===== src/rtl/pc_sequencer.sv =====
// rtl/pc_sequencer.sv - program-counter and instruction fetch sequencer
module pc_sequencer #(
    parameter int           N        = 32,
    parameter logic [N-1:0] RESET_PC = '0,
    parameter int           MAX_WAIT = 15
) (
    input  logic         clk,
    input  logic         reset,
    input  logic [N-1:0] PCPlus4,
    input  logic [N-1:0] PCTarget,
    input  logic [25:0]  JumpIndex,
    input  logic [N-1:0] RegTarget,
    input  logic [1:0]   PCSrc,
    input  logic         stall,
    input  logic         imem_ack,
    output logic         imem_req,
    output logic [N-1:0] imem_addr,
    output logic [N-1:0] PC,
    output logic         instr_valid,
    output logic         fetch_error
);

    localparam int           CW    = $clog2(MAX_WAIT + 1);
    localparam logic [CW:0]  MAX_W = (CW + 1)'(MAX_WAIT);

    typedef enum logic [1:0] {
        S_IDLE,
        S_REQ,
        S_EXEC,
        S_ERR
    } state_t;

    state_t        state_q, state_d;
    logic [N-1:0]  pc_q, pc_d;
    logic [N-1:0]  next_pc;
    logic [CW-1:0] cnt_q, cnt_d;
    logic [CW:0]   cnt_inc;

    // Next-PC candidate; only consumed on a non-stalled EXEC edge
    always_comb begin
        next_pc = PCPlus4;
        case (PCSrc)
            2'b00:   next_pc = PCPlus4;
            2'b01:   next_pc = PCTarget;
            2'b10:   next_pc = {PCPlus4[N-1:28], JumpIndex, 2'b00};
            default: next_pc = RegTarget;
        endcase
    end

    // One extra bit so the increment cannot wrap before the compare
    assign cnt_inc = {1'b0, cnt_q} + 1'b1;

    // State, PC and wait-counter registers; reset abandons any fetch in flight
    always_ff @(posedge clk or posedge reset) begin
        if (reset) begin
            state_q <= S_IDLE;
            pc_q    <= RESET_PC;
            cnt_q   <= '0;
        end else begin
            state_q <= state_d;
            pc_q    <= pc_d;
            cnt_q   <= cnt_d;
        end
    end

    // Sequencing: request, wait for ack with timeout, execute, advance or fault
    always_comb begin
        state_d = state_q;
        pc_d    = pc_q;
        cnt_d   = cnt_q;
        case (state_q)
            S_IDLE: begin
                state_d = S_REQ;
            end
            S_REQ: begin
                if (imem_ack) begin
                    state_d = S_EXEC;
                    cnt_d   = '0;
                end else if (cnt_inc >= MAX_W) begin
                    state_d = S_ERR;
                    cnt_d   = MAX_W[CW-1:0];
                end else begin
                    cnt_d = cnt_inc[CW-1:0];
                end
            end
            S_EXEC: begin
                if (!stall) begin
                    if (next_pc[1:0] == 2'b00) begin
                        pc_d    = next_pc;
                        state_d = S_REQ;
                    end else begin
                        state_d = S_ERR;
                    end
                end
            end
            default: begin
                state_d = S_ERR;
            end
        endcase
    end

    // Outputs decode from state and PC only, never from imem_ack
    assign imem_req    = (state_q == S_REQ);
    assign instr_valid = (state_q == S_EXEC);
    assign fetch_error = (state_q == S_ERR);
    assign imem_addr   = pc_q;
    assign PC          = pc_q;

endmodule


===== config.mk =====
export PLATFORM = sky130hd
export DESIGN_NAME = pc_sequencer
export DESIGN_NICKNAME = d
export VERILOG_FILES = /design/src/rtl/pc_sequencer.sv
export SDC_FILE = /design/constraint.sdc
export NUM_CORES = 1
export LEC_CHECK = 0
export ABC_AREA = 1
export CORE_ASPECT_RATIO = 1.2
export CORE_MARGIN = 3
export CORE_UTILIZATION = 34
export DETAILED_ROUTE_END_ITERATION = 16
export MAX_ROUTING_LAYER = met4
export PLACE_DENSITY_LB_ADDON = 0.1
export SETUP_SLACK_MARGIN = 0.2
export SLEW_MARGIN = 5
export SYNTH_ARGS = -nofsm -noshare
export SYNTH_HDL_FRONTEND = slang
export SYNTH_SLANG_ARGS = --single-unit

===== constraint.sdc =====
create_clock -name clk -period 1.68 [get_ports clk]
set_clock_uncertainty 0.2 [all_clocks]
set_input_delay 0.168 -clock clk [delete_from_list [all_inputs] [get_ports clk]]
set_output_delay 0.168 -clock clk [all_outputs]
set_load 0.02 [all_outputs]

Word-level counts from Yosys, hierarchy flattened. Index checks and enable logic that the tools add are counted. W data, S select, Z words.

Register bits after elaboration: 38. Latch bits: 0. Bits in writable memories: 0. Bits in read-only memories: 0. Bits of input ports: 128. Output and inout bits: 67. Word-level logic and storage cells: 26. Memories kept: 0.

$add $sub $neg: 1. $mul: 0. Divide/modulo/power cells: 0. Order comparisons: 1. Equality and inequality tests: 7. Shift-type cells: 0. Muxes and demuxes: 8. Bitwise logic cells: 1. Reduce and logical (&&, ||, !) cells: 5.

Operator list (count): $pmux W32 S3 (1); $mux W2 (4); $mux W4 (2); $eq A2 B2 Y1 const B (3); $logic_not A2 Y1 (3); $pmux W2 S3 (1); $add A4 B1 Y5 const B (1); $ge A5 B4 Y1 const B (1); $eq A2 B1 Y1 const B (2); $ne A3 B2 Y1 const B (1); $reduce_and A3 Y1 (1); $ne A2 B2 Y1 const B (1); $reduce_and A2 Y1 (1); $not A1 Y1 (1).

Depth between registers and ports, before layout.
Depth in word-level cells: 6. Gate-level depth with buffers: 9. Mapped depth without buffers: 9.

Worst setup path after synthesis. Ideal clock, no wire load.

Path kind: register -> register. Start point: register state_q[1]. End point: register cnt_q[0]. Library setup time: 83 ps. Arrival: 1228 ps. Data required time: 1397 ps. Slack: 169 ps. Stages on the path, launching flop included: 5. Path buffers: 0. Clock period less this slack: 1511 ps. Path through: dfrtp_1 > nor2_1 > nand2_1 > o21bai_1 > o21ai_0.

Longest elaborated chain between the ends: 1.

RTL lines: start: declaration (line 33) `state_t state_q, state_d;`; start signal: assignment (line 60) `state_q <= state_d;`; $eq A2 B1 Y1; net imem_req (line 16) `output logic imem_req,`; end signal: assignment (line 62) `cnt_q <= cnt_d;`; end: declaration (line 36) `logic [CW-1:0] cnt_q, cnt_d;`.

The timed path passes the listed nets, and every way through them passes these cells. A chain may end at the register's enable or synchronous reset.

Worst setup path in the final report.
Start point: register state_q[0]. End point: register pc_q[2], in the netlist PC[2].

Longest elaborated chain between the ends: 2.

RTL lines: $eq A2 B2 Y1 (line 71) `case (state_q)`; $reduce_and A3 Y1 (no source line); end signal: assignment (line 61) `pc_q <= pc_d;`; end: declaration (line 34) `logic [N-1:0] pc_q, pc_d;`.

Every way passes these cells.

==> metrics.yaml <==
status:
  status: "finished, final reports clean"
yosys:
  syn_area_sq_um: 2580
  synth_compound_area_share_pct: 7.52
  synth-seq-cells: 38
  synthCells: 395
  synthMuxAreaShare_pct: 0
  syn_avg_cell_area_sq_um: 6.53
  synth.distinct_cells: 16
  synth_fa_ha_area_share_pct: 0.971
  syn_nets: 525
  yosys.area_share.simple_pct: 34.7
  yosysSeqAreaShare_pct: 36.9
  synth_top_family_by_area: "simple AND/OR/NAND/NOR gates"
  yosysWarnings: 0
  synthXorXnorAreaFrac_pct: 0
floorplanning:
  rows: 34
  dieHeight_um: 101
  die_area_sq_um: 8670
  pin_count: 195
  start_util_pct: 35.2
  core_region_area_sq_um: 7320
  die_x_um: 85.5
critical_path:
  crit_type: "flop to flop"
  arrival_ns: 1.63
  cp_slowest_stage_delay_ns: 0.40
  critical_path_required_ns: 1.70
  cp-end-kind: "flop"
  path_cells: "inv_2, nand2_2, buf_6, nor3_4, buf_6, clkbuf_16, nand2_1, o21ai_1"
  start_kind: "flop"
  cpMostUsedCell: "buf_6"
  cp_max_fo: 5
  cpMaxStageDelayCell: "dfrtp_1"
place:
  dp.final_hpwl_um: 7410
  dp.cells: 649
  pre_cts_ws_ns: -0.246
  port_buffers: 194
  gp_congestion: 0.807
  detailed_place.area_sq_um: 4520
layout:
  n_antenna_cell: 0
  fillers: 680
  final_common_cell: "nand2_1"
  drive_gt1_share_pct: 14.9
  num-nets-final: 711
  fin_cells: 672
  syn_to_final_growth_pct: 90.6
  fin_area_sq_um: 4910
  final_cell_mix: "nand2_1 (145), clkdlybuf4s50_1 (124), dlygate4sd2_1 (67)"
grt:
  grt_overflow: 0
  antenna_found_initial: 0
  gr-usage-met1_pct: 23.1
  grt_max_degree: 39
  grt_util_all_layers_pct: 22.2
  use_met2_pct: 42.7
  top_usage_layer: "met2"
  use_met3_pct: 4.48
  grt_pass1_wl_um: 14700
  grt_pass1_vias: 3206
timing:
  holdWs_ns: 0.00670
  hold_viol_final: 0
  max_freq_mhz: 621
  min_period_ns: 1.61
  maxSlewViolCount: 0
  tns_ns: 0
  fin_ws_ns: 0.0696
  worst_pin_slew_ns: 0.237
  relSlewSlack_pct: 84.1
  grt_setup_unrepaired: "yes"
  fin_crit_sh_pct: 95.9
  finalSetupViolCount: 0
cts:
  clk_path_buf_depth: 2
  numCtsBuffers: 5
  htreeDepth: 2
  clk_latency_ns: 0.29
  holdBufCountCts: 0
  clk_pin_slew_ns: 0.08
  cts_root_buffer: "clkbuf_8"
  cts.sinks: 38
  cts_tree: "yes"
drt:
  detail-route-antenna-nets: 0
  via_per_inst: 4.63
  dr.pass1.iters: 4
  vias: 3110
  wire_per_inst_um: 14.6
  drc: 0
  wirelength_um: 9840
  drt-initial-drc-count: 109
pwr:
  static-leakage-power_nw: 2.32
  p_per_area_nw_per_um2: 1320
  vdd_drop_max_mv: 0.789
job:
  maxCapViolCount: 0
worst_hold_path:
  min_path_type: "input pin to asynchronous set/reset pin"
==> worst max-delay path: cells and delay by family (launching register included) <==
kind | cells | cell delay [ns]
flip-flops | 1 | 0.40
buffers and inverters | 4 | 0.53
AO/OA/AOI/OAI | 1 | 0.07
AND/OR/NAND/NOR | 3 | 0.35
==> path summary, 6_finish.rpt <==
kind	from	endpoint	slack [ns]	cells after the start
min in group clk	imem_ack	state_q[0]$_DFFE_PP0P_	0.31	4
max in group asynchronous	reset	PC[28]$_DFFE_PP0P_	1.07	3
worst max-delay path	state_q[0]$_DFFE_PP0P_	PC[2]$_DFFE_PP0P_	0.07	8
worst max register to register	state_q[0]$_DFFE_PP0P_	PC[2]$_DFFE_PP0P_	0.07	8
worst min register to register	PC[0]$_DFFE_PP0P_	PC[0]$_DFFE_PP0P_	0.32	2
worst min-delay path	reset	cnt_q[0]$_DFFE_PP0P_	0.007	3
==> cell usage after synthesis <==
cell type / n / share of area, %
nor2_1: 13 / 1.9
nand2_1: 166 / 24
nor2_2: 1 / 0.24
nand3_1: 6 / 1.2
o21ai_0: 35 / 6.8
nand4_1: 27 / 6.6
o22ai_1: 1 / 0.24
ha_1: 2 / 0.97
nor3_4: 1 / 0.63
inv_1: 55 / 8.0
a21oi_1: 1 / 0.19
buf_4: 32 / 9.3
o21bai_1: 1 / 0.29
clkbuf_1: 10 / 1.5
buf_2: 6 / 1.2
dfrtp_1: 38 / 37
==> stage by stage <==
stage	total power, mW	util (%)
2_1_floorplan	4.00	-
3_3_place_gp	5.69	61.7
3_5_place_dp	5.75	61.7
4_1_cts	6.24	64.4
5_1_grt	6.86	67.1
6_report	6.46	67.1
==> layout make-up <==
class                      count  area (sq um)  area share [%]
timing repair buffer         227          2260            45.9
multi-input combinational    254          1240            25.3
sequential                    38           952            19.4
tap                           90           113            2.29
clock buffer                   6          82.6            1.68
inverter                      55           206            4.20
clock inverter                 2          60.1            1.22
==> power by group <==
group | total [mW] | internal [mW] | leakage (nW) | switching (mW)
Sequential | 1.77 | 1.36 | 0.432 | 0.408
Combinational | 3.72 | 1.64 | 1.81 | 2.08
Clock | 0.967 | 0.634 | 0.0714 | 0.333
==> cell families after synthesis <==
group	after synthesis
flops	38
simple gates	214
fa+ha+maj	2
buf+inv	103
compound gates	38
==> state kept, by name, indices dropped and copies added, names as in the netlist <==
register and count:
cnt_q 4, state_q 2, PC 32
==> timing repair <==
action / 4_1_cts / 5_1_grt
buffers inserted: 7 / 2
gates cloned: 2 / 4
gates resized for setup: 91 / 62
setup endpoints to repair: 102 / 37
pin swaps: 4 / 2
==> per-layer routing <==
metal	vias to the layer above	routed length, um
li1	1563	-
met3	10	592
met2	122	5450
met4	0	116
met5	-	0
met1	1415	3680
(Power assumes the default switching activity.)
